`config.mk`:
```
export PLATFORM = sky130hd
export DESIGN_NAME = fetch_decode_unit
export DESIGN_NICKNAME = d
export VERILOG_FILES = /design/src/rtl/k_and_s_pkg.sv /design/src/rtl/instr_decoder.sv /design/src/rtl/fetch_decode_unit.sv
export SDC_FILE = /design/constraint.sdc
export NUM_CORES = 1
export LEC_CHECK = 0
export CORE_MARGIN = 2
export CORE_UTILIZATION = 47
export CTS_BUF_LIST = sky130_fd_sc_hd__clkbuf_4 sky130_fd_sc_hd__clkbuf_8
export DETAILED_ROUTE_END_ITERATION = 8
export GPL_TIMING_DRIVEN = 0
export PLACE_DENSITY = 0.82
export SYNTH_ARGS = -nofsm -noshare
export SYNTH_HDL_FRONTEND = slang
export SYNTH_SLANG_ARGS = --single-unit
```
`constraint.sdc`:
```
create_clock -name clk -period 2.4 [get_ports clk]
set_clock_uncertainty 0.1 [all_clocks]
set_input_delay 0.48 -clock clk [delete_from_list [all_inputs] [get_ports clk]]
set_output_delay 0.48 -clock clk [all_outputs]
set_load 0.01 [all_outputs]
```
`src/rtl/k_and_s_pkg.sv`:
```
// Shared types and constants for the fetch/decode stage: decoded instruction
// enum, opcode values and register-field bit positions inside the IR.
package k_and_s_pkg;

  localparam int OPCODE_W = 8;
  localparam int REG_W    = 2;

  typedef enum logic [3:0] {
    I_NOP    = 4'd0,
    I_BRANCH = 4'd1,
    I_BZERO  = 4'd2,
    I_BNZERO = 4'd3,
    I_BNEG   = 4'd4,
    I_BNNEG  = 4'd5,
    I_BOV    = 4'd6,
    I_BNOV   = 4'd7,
    I_LOAD   = 4'd8,
    I_STORE  = 4'd9,
    I_MOVE   = 4'd10,
    I_ADD    = 4'd11,
    I_SUB    = 4'd12,
    I_AND    = 4'd13,
    I_OR     = 4'd14,
    I_HALT   = 4'd15
  } decoded_instruction_type;

  localparam logic [7:0] OPC_BRANCH = 8'h00;
  localparam logic [7:0] OPC_BZERO  = 8'h01;
  localparam logic [7:0] OPC_BNZERO = 8'h09;
  localparam logic [7:0] OPC_BNEG   = 8'h02;
  localparam logic [7:0] OPC_BNNEG  = 8'h0A;
  localparam logic [7:0] OPC_BOV    = 8'h03;
  localparam logic [7:0] OPC_BNOV   = 8'h0B;
  localparam logic [7:0] OPC_LOAD   = 8'h81;
  localparam logic [7:0] OPC_STORE  = 8'h82;
  localparam logic [7:0] OPC_MOVE   = 8'h91;
  localparam logic [7:0] OPC_ADD    = 8'hA1;
  localparam logic [7:0] OPC_SUB    = 8'hA2;
  localparam logic [7:0] OPC_AND    = 8'hA3;
  localparam logic [7:0] OPC_OR     = 8'hA4;
  localparam logic [7:0] OPC_HALT   = 8'hFF;

  // LSB positions of the 2-bit register fields for each instruction format
  localparam int ALU_C_LSB  = 4;
  localparam int ALU_A_LSB  = 2;
  localparam int ALU_B_LSB  = 0;
  localparam int MOVE_C_LSB = 2;
  localparam int MOVE_A_LSB = 0;
  localparam int MEM_R_LSB  = 5;

endpackage

```
`src/rtl/instr_decoder.sv`:
```
// Pure combinational decode of the instruction register into the control-unit
// instruction code and register-file addresses.
module instr_decoder
  import k_and_s_pkg::*;
#(
  parameter int DATA_W = 16
) (
  input  logic [DATA_W-1:0]      ir,
  input  logic                   ir_valid,
  output decoded_instruction_type decoded_instruction,
  output logic [REG_W-1:0]       a_addr,
  output logic [REG_W-1:0]       b_addr,
  output logic [REG_W-1:0]       c_addr
);

  logic [OPCODE_W-1:0] opcode;
  assign opcode = ir[DATA_W-1 -: OPCODE_W];

  // Opcode lookup and field extraction; an empty IR decodes as NOP
  always_comb begin
    decoded_instruction = I_NOP;
    a_addr = 2'd0;
    b_addr = 2'd0;
    c_addr = 2'd0;
    if (ir_valid) begin
      case (opcode)
        OPC_BRANCH: decoded_instruction = I_BRANCH;
        OPC_BZERO:  decoded_instruction = I_BZERO;
        OPC_BNZERO: decoded_instruction = I_BNZERO;
        OPC_BNEG:   decoded_instruction = I_BNEG;
        OPC_BNNEG:  decoded_instruction = I_BNNEG;
        OPC_BOV:    decoded_instruction = I_BOV;
        OPC_BNOV:   decoded_instruction = I_BNOV;
        OPC_HALT:   decoded_instruction = I_HALT;
        OPC_LOAD: begin
          decoded_instruction = I_LOAD;
          c_addr = ir[MEM_R_LSB +: REG_W];
        end
        OPC_STORE: begin
          decoded_instruction = I_STORE;
          a_addr = ir[MEM_R_LSB +: REG_W];
        end
        OPC_MOVE: begin
          decoded_instruction = I_MOVE;
          c_addr = ir[MOVE_C_LSB +: REG_W];
          a_addr = ir[MOVE_A_LSB +: REG_W];
        end
        OPC_ADD, OPC_SUB, OPC_AND, OPC_OR: begin
          case (opcode)
            OPC_ADD: decoded_instruction = I_ADD;
            OPC_SUB: decoded_instruction = I_SUB;
            OPC_AND: decoded_instruction = I_AND;
            default: decoded_instruction = I_OR;
          endcase
          c_addr = ir[ALU_C_LSB +: REG_W];
          a_addr = ir[ALU_A_LSB +: REG_W];
          b_addr = ir[ALU_B_LSB +: REG_W];
        end
        default: decoded_instruction = I_NOP;
      endcase
    end else begin
      decoded_instruction = I_NOP;
    end
  end

endmodule

```
`src/rtl/fetch_decode_unit.sv`:
```
// Fetch/decode stage: PC and IR registers, RAM address select, retired-fetch
// counter, and the instruction decoder feeding the control unit.
module fetch_decode_unit
  import k_and_s_pkg::*;
#(
  parameter int DATA_W = 16,
  parameter int ADDR_W = 5,
  parameter int CNT_W  = 16
) (
  input  logic                    clk,
  input  logic                    rst,
  input  logic                    pc_enable,
  input  logic                    ir_enable,
  input  logic                    branch,
  input  logic                    addr_sel,
  input  logic                    halt,
  input  logic [DATA_W-1:0]       ram_data_out,
  output logic [ADDR_W-1:0]       ram_addr,
  output decoded_instruction_type decoded_instruction,
  output logic [REG_W-1:0]        a_addr,
  output logic [REG_W-1:0]        b_addr,
  output logic [REG_W-1:0]        c_addr,
  output logic [ADDR_W-1:0]       pc_out,
  output logic [DATA_W-1:0]       ir_out,
  output logic [CNT_W-1:0]        instr_count
);

  logic [ADDR_W-1:0] pc_r;
  logic [DATA_W-1:0] ir_r;
  logic              ir_valid_r;
  logic [CNT_W-1:0]  count_r;

  // PC/IR/counter update; all next values come from pre-edge state, and halt freezes everything
  always_ff @(posedge clk) begin
    if (rst) begin
      pc_r       <= {ADDR_W{1'b0}};
      ir_r       <= {DATA_W{1'b0}};
      ir_valid_r <= 1'b0;
      count_r    <= {CNT_W{1'b0}};
    end else if (!halt) begin
      if (ir_enable) begin
        ir_r       <= ram_data_out;
        ir_valid_r <= 1'b1;
        if (count_r != {CNT_W{1'b1}}) begin
          count_r <= count_r + {{(CNT_W-1){1'b0}}, 1'b1};
        end
      end
      if (pc_enable) begin
        if (branch) begin
          pc_r <= ir_r[ADDR_W-1:0];
        end else begin
          pc_r <= pc_r + {{(ADDR_W-1){1'b0}}, 1'b1};
        end
      end
    end
  end

  assign ram_addr    = addr_sel ? ir_r[ADDR_W-1:0] : pc_r;
  assign pc_out      = pc_r;
  assign ir_out      = ir_r;
  assign instr_count = count_r;

  instr_decoder #(.DATA_W(DATA_W)) u_decoder (
    .ir                  (ir_r),
    .ir_valid            (ir_valid_r),
    .decoded_instruction (decoded_instruction),
    .a_addr              (a_addr),
    .b_addr              (b_addr),
    .c_addr              (c_addr)
  );

endmodule

```
-- Word-level counts from Yosys, hierarchy flattened
Cells that the tools add are included.
- add/sub/neg operators: 2
- equal/unequal tests: 15
- multiplexer cells: 11
- bitwise logic cells: 1
- reductions and logical operators: 5
- operators with widths (cell ; number):
    8-bit equality test (second input constant) ; 8
    4-bit one-hot mux with 12 select lines ; 1
    8-bit by 4-bit equality test with 1-bit output (second input constant) ; 3
    16-bit by 1-bit adder with 16-bit output (second input constant) ; 1
    8-bit by 2-bit equality test with 1-bit output (second input constant) ; 2
    16-bit inequality test (second input constant) ; 1
    2-bit one-hot mux with 3 select lines ; 2
    5-bit 2-to-1 mux ; 2
    3-bit one-hot mux with 3 select lines ; 1
    8-bit by 1-bit equality test with 1-bit output (second input constant) ; 1
    8-bit logical NOT ; 1
    2-bit 2-to-1 mux ; 4
    5-bit by 1-bit adder with 5-bit output (second input constant) ; 1
    4-bit 2-to-1 mux ; 1
    2-bit AND reduction ; 2
    4-bit OR reduction ; 1
    3-bit AND reduction ; 1
    1-bit inverter ; 1
- register bits after elaboration: 38
- input port bits: 23
- output and inout port bits: 52
- word-level logic and storage cells: 38

-- Logic depth before layout (Yosys ltp)
- word-level depth: 4
- depth in mapped cells: 7
- mapped depth without buffers: 5

-- By module
From an unflattened synthesis, not the netlist that was laid out.
- cell total of the unflattened synthesis: 286
- area, all modules: 2313.5 um^2
- by module, submodules not included (module ; instances ; cells each ; area each (um^2) ; sequential area each (um^2)):
    fetch_decode_unit ; 1 ; 223 ; 1834.3 ; 760.7
    instr_decoder ; 1 ; 63 ; 479.2 ; 0.0

-- Least setup slack after synthesis
No wires, ideal clock.
- path type: reg2out
- start: register ir_r[15] (netlist: ir_out[15])
- end: output port decoded_instruction[1]
- data arrival time: 1624 ps
- data required time: 1820 ps
- setup slack: 196 ps
- stages on the path, launching flop included: 6
- buffers on the path: 1
- cell sequence: dfxtp_1 buf_2 or3b_1 nor4_4 a22oi_1 a21oi_1
- longest elaborated chain between the ends: 4
- elaborated cells on any way between the ends: 19
- those cells by class: eq/ne (14); mux (3); reduce/logical (2)
- ends and longest elaborated chain (element ; RTL line ; source):
    from (decl) ; fetch_decode_unit.sv:29 ; logic [DATA_W-1:0] ir_r;
    from (signal assigned) ; fetch_decode_unit.sv:37 ; ir_r <= {DATA_W{1'b0}};
    from (signal assigned) ; fetch_decode_unit.sv:42 ; ir_r <= ram_data_out;
    8-bit equality test, on equally long branches ; instr_decoder.sv:26, instr_decoder.sv:49 ;
    3-bit one-hot mux with 3 select lines or 4-bit OR reduction (tied branches) ; instr_decoder.sv:49, instr_decoder.sv:26 ;
    4-bit one-hot mux with 12 select lines * ; instr_decoder.sv:26 ; case (opcode)
    4-bit 2-to-1 mux * ; instr_decoder.sv:25 ; if (ir_valid) begin
    to (decl) ; fetch_decode_unit.sv:19 ; output decoded_instruction_type decoded_instruction,
Mark *: on every way between the ends. The rest lies on a longest branch, timed or not.

-- Worst setup path after layout
- start: register ir_r[10] (netlist: ir_out[10])
- end: output port decoded_instruction[3]
- longest elaborated chain between the ends: 4
- elaborated cells on any way between the ends: 18
- those cells by class: eq/ne (14); mux (2); reduce/logical (2)
- ends and longest elaborated chain (element ; RTL line):
    8-bit equality test ; instr_decoder.sv:26
    4-bit OR reduction ; instr_decoder.sv:26
    4-bit one-hot mux with 12 select lines * ; instr_decoder.sv:26
    4-bit 2-to-1 mux * ; instr_decoder.sv:25
Marks and branches as above.

==> results.txt <==
The sum of met3 wire segment lengths after detailed routing was 378 µm. For this design, the CTS-stage hold fixing added 0 buffers. The tools report the net total in the final layout as 394. The part of the Yosys area used for sequential elements is 35.1%, and the floorplan die area is 0.00518 mm². The tools report the hold violation count in the final report as 0. Headroom to the max-slew limit came out at 62.5%. With fillers left out, the area of the finished cells amounts to 0.00328 mm². TritonCTS built the clock tree.

The floorplan die height came out at 71.9 µm. The first TritonRoute pass finished after 4 iterations. Setup repair after global routing could not meet its margin everywhere. The count of cell types in the netlist is 55. The count of pins over their slew limit was 0. The maximum fanout encountered on the critical timing path works out to 7. The detailed-route wire length per cell was 16.1 µm. The number of nets in the synthesized netlist came out at 300. Setup slack of the critical path after layout: -0.115 ns. Number of flops mapped to enable cells by yosys: 0. The area of placed instances is 0.00297 mm², and the number of buffers and inverters on the critical path is 3. Measured along the x axis, the die boundary spans 71.9 µm. The total via count in the routed design came out at 2512.

The tools report the number of H-tree levels as 2. The critical path is of the flop to primary output type. The repair_antennas step left the layout with diodes totalling 0. The floorplan step defined a core boundary enclosing 0.00441 mm². The routed design has 6810 µm of wire. The shortest period the worst path allows was 2.52 ns; the final-layout worst hold slack was 0.391 ns. For the maximum buffer depth of the clock tree, the log shows 2. The run gives 0.00217 mm² as the netlist area before placement. The path class of the tightest hold or removal check is flop to flop. In the synthesized netlist the dominant register cell turns out to be dfxtp_1. The top layer reached by signal wires is met4.

In the final routing, the length of wire on met1 measures 2830 µm. After synthesis the netlist holds a flip-flop and latch count of 38. Global routing finished with a remaining overflow of 0.

Once the floorplan was initialized, standard cells occupied 49.1% of the core. After the first detailed-routing iteration, the DRC count stood at 136. Leaving out fill and tap cells, the most frequent cell in the layout is clkdlybuf4s50_1.

The startpoint type of the worst setup path is a flop. From synthesis to final layout, the design area changed by 51.2%. STA classifies the critical path endpoint as a primary output. The number of maximum-capacitance constraint violations came out at 0.

The launching instance or port of the critical path is ir_out[10]. Power spread over the standard cell area amounts to 419 mW/mm². On the critical path, the stage with the largest delay is an instance of or3b_4.

The number of antenna violations at the first check in global routing was 0. The number of placed I/O pins is 75, and the share of flip-flops with an asynchronous set or reset after synthesis is 0%. For this run, the total global-route usage over all layers was measured as 24.2%. Port buffering added 73 buffers. For the worst setup path, the data arrival time is 1.94 ns. In the detailed route, the total length drawn on met2 is 3460 µm.

The first global-routing pass estimated 10000 µm of wire. The highest clock rate is 398 MHz. Across the VDD grid, the largest voltage drop is 373 µV.

Counting every instance in the synthesized netlist gives 275. Walking the worst path, the cells encountered are buf_6 -> or3b_4 -> buf_4 -> nor3b_2 -> nand2_1 -> a31oi_1 -> buf_2. The run finished, with violations left.

During synthesis, Yosys emitted a total of 0 warnings. Share of final-layout standard cells stronger than drive strength 1: 22.2%. Entering global routing, the biggest net connects 13 pins. Clock tree synthesis inserted a total of 5 buffers. Required time of the critical path: 1.82 ns.

Later-pin clock latency in the skew report: 0.29 ns. The average cell area after synthesis works out to 7.89 µm². The cell family contributing the most delay on the critical path is simple AND/OR/NAND/NOR gates. Setup violations remaining at the end of the flow were counted as 7.

The count of standard-cell rows came out at 24. Once detailed placement completed, the half-perimeter wirelength came to 4430 µm. For the clock sink total, the log shows 38.

The top cell types in the final layout, fill and taps aside, are 62 x clkdlybuf4s50_1, 48 x nand2_1, 36 x a21oi_1, 30 x dfxtp_1, 13 x buf_4. The slew at the pin closest to its max-slew limit is 0.558 ns, and the remaining design rule violation count is 0. The count of antenna-violating nets left after detailed routing was 0. The global placement routability congestion was 0.904. In this run the clock root is driven by a clkbuf_8.

The number of global-route vias before repair was 2237. The tools report the hold path startpoint as ir_out[7]. In this run the critical register-to-register path is launched from instr_count[0]. In this run the static leakage power is 1.15 nW.

The final reports fail on negative setup slack. The longest individual stage delay on the worst path works out to 0.43 ns. Clock transition at the register clock pins on the worst setup and hold paths after CTS: 0.07 ns.

The ratio of routed vias to standard cells is 5.95. The completed layout was analyzed and its total power is 1.37 mW. The final cycle utilization of the critical path was 105%.
## worst register-to-register path, cell delays in order, from the launching register on
cell,delay [ns]
dfxtp_1,0.40
ha_1,0.26
nand4_2,0.21
nor4_1,0.39
buf_2,0.27
buf_4,0.20
nor3b_1,0.07
o21ba_1,0.19
## layer usage
layer	global-route usage (%)	vias to the layer above
li1	-	1206
met1	29.8	1204
met2	42.0	88
met5	0	-
met3	4.58	14
met4	9.01	0
## where the power goes
part | internal, mW | leakage, nW | switching [mW]
Combinational | 0.130 | 0.790 | 0.110
Sequential | 0.647 | 0.313 | 0.0289
Clock | 0.231 | 0.0472 | 0.228
Total | 1.01 | 1.15 | 0.367
## stage by stage
stage / util (%) / TNS (ns) / setup slack (ns) / instances
3_5_place_dp: 67.2 / -3.08 / -0.334 / 400
2_1_floorplan: - / 0 / 0.196 / 275
5_1_grt: 74.3 / -1.25 / -0.199 / 422
6_report: 74.3 / -0.605 / -0.115 / 422
3_3_place_gp: 67.2 / -2.78 / -0.305 / 400
4_1_cts: 71.3 / -0.738 / -0.135 / 414
## area by class of cell
type | count | area (µm²)
Buffer | 19 | 124
Clock buffer | 6 | 82.6
Clock inverter | 2 | 12.5
Fill cell | 352 | 1130
Inverter | 3 | 11.3
Multi-Input combinational cell | 213 | 1390
Sequential cell | 38 | 778
Tap cell | 52 | 65.1
Timing Repair Buffer | 89 | 821
## Yosys cell counts, types with 2 or more instances
| library cell | instances | area [µm²] |
|---|---|---|
| ha_1 | 2 | 25.0 |
| nand4_1 | 7 | 43.8 |
| nand2b_1 | 2 | 12.5 |
| nor3_1 | 8 | 40.0 |
| nand3_1 | 10 | 50.1 |
| a31oi_1 | 7 | 43.8 |
| dfxtp_1 | 38 | 761 |
| or4_1 | 5 | 37.5 |
| o21ai_0 | 10 | 50.1 |
| a21oi_1 | 36 | 180 |
| nor2b_1 | 2 | 12.5 |
| and3_1 | 3 | 18.8 |
| nor2_1 | 9 | 33.8 |
| o41ai_1 | 2 | 17.5 |
| nand2_1 | 48 | 180 |
| or3_1 | 8 | 50.1 |
| inv_1 | 3 | 11.3 |
| clkbuf_1 | 12 | 45.0 |
| nor3b_1 | 2 | 15.0 |
| nor4_1 | 4 | 25.0 |
| buf_2 | 6 | 30.0 |
| mux2_2 | 7 | 78.8 |
| o31ai_1 | 6 | 45.0 |
| or3b_1 | 4 | 35.0 |
| a22oi_1 | 4 | 30.0 |
## sequential cells by signal, indices dropped and copies added (netlist names)
signal and flops:
instr_count 16, ir_out 16, pc_out 5, ir_valid_r 1
## what timing repair did
item,in CTS,in global routing
pin swaps,5,12
gates resized for setup,65,25
setup endpoints to repair,15,10
buffers inserted,8,8
## logic make-up after synthesis
family | count (synthesis) | synth area share [%]
multiplexers | 8 | 4.09
flip-flops | 38 | 35.1
AND/OR/NAND/NOR | 125 | 31.8
buffers and inverters | 24 | 5.02
XOR/XNOR | 2 | 0.808
AO/OA/AOI/OAI | 76 | 22.1
adder cells (fa/ha/maj) | 2 | 1.15
## path summary, 6_finish.rpt
check | slack (ns) | endpoint | cells after the start
hold / removal | 0.39 | ir_out[7] | 2
setup / recovery | -0.12 | decoded_instruction[3] | 7
setup reg to reg | 0.22 | instr_count[1] | 7
hold reg to reg | 0.39 | ir_out[7] | 2
Note: power is estimated with default switching activity, not from simulation.
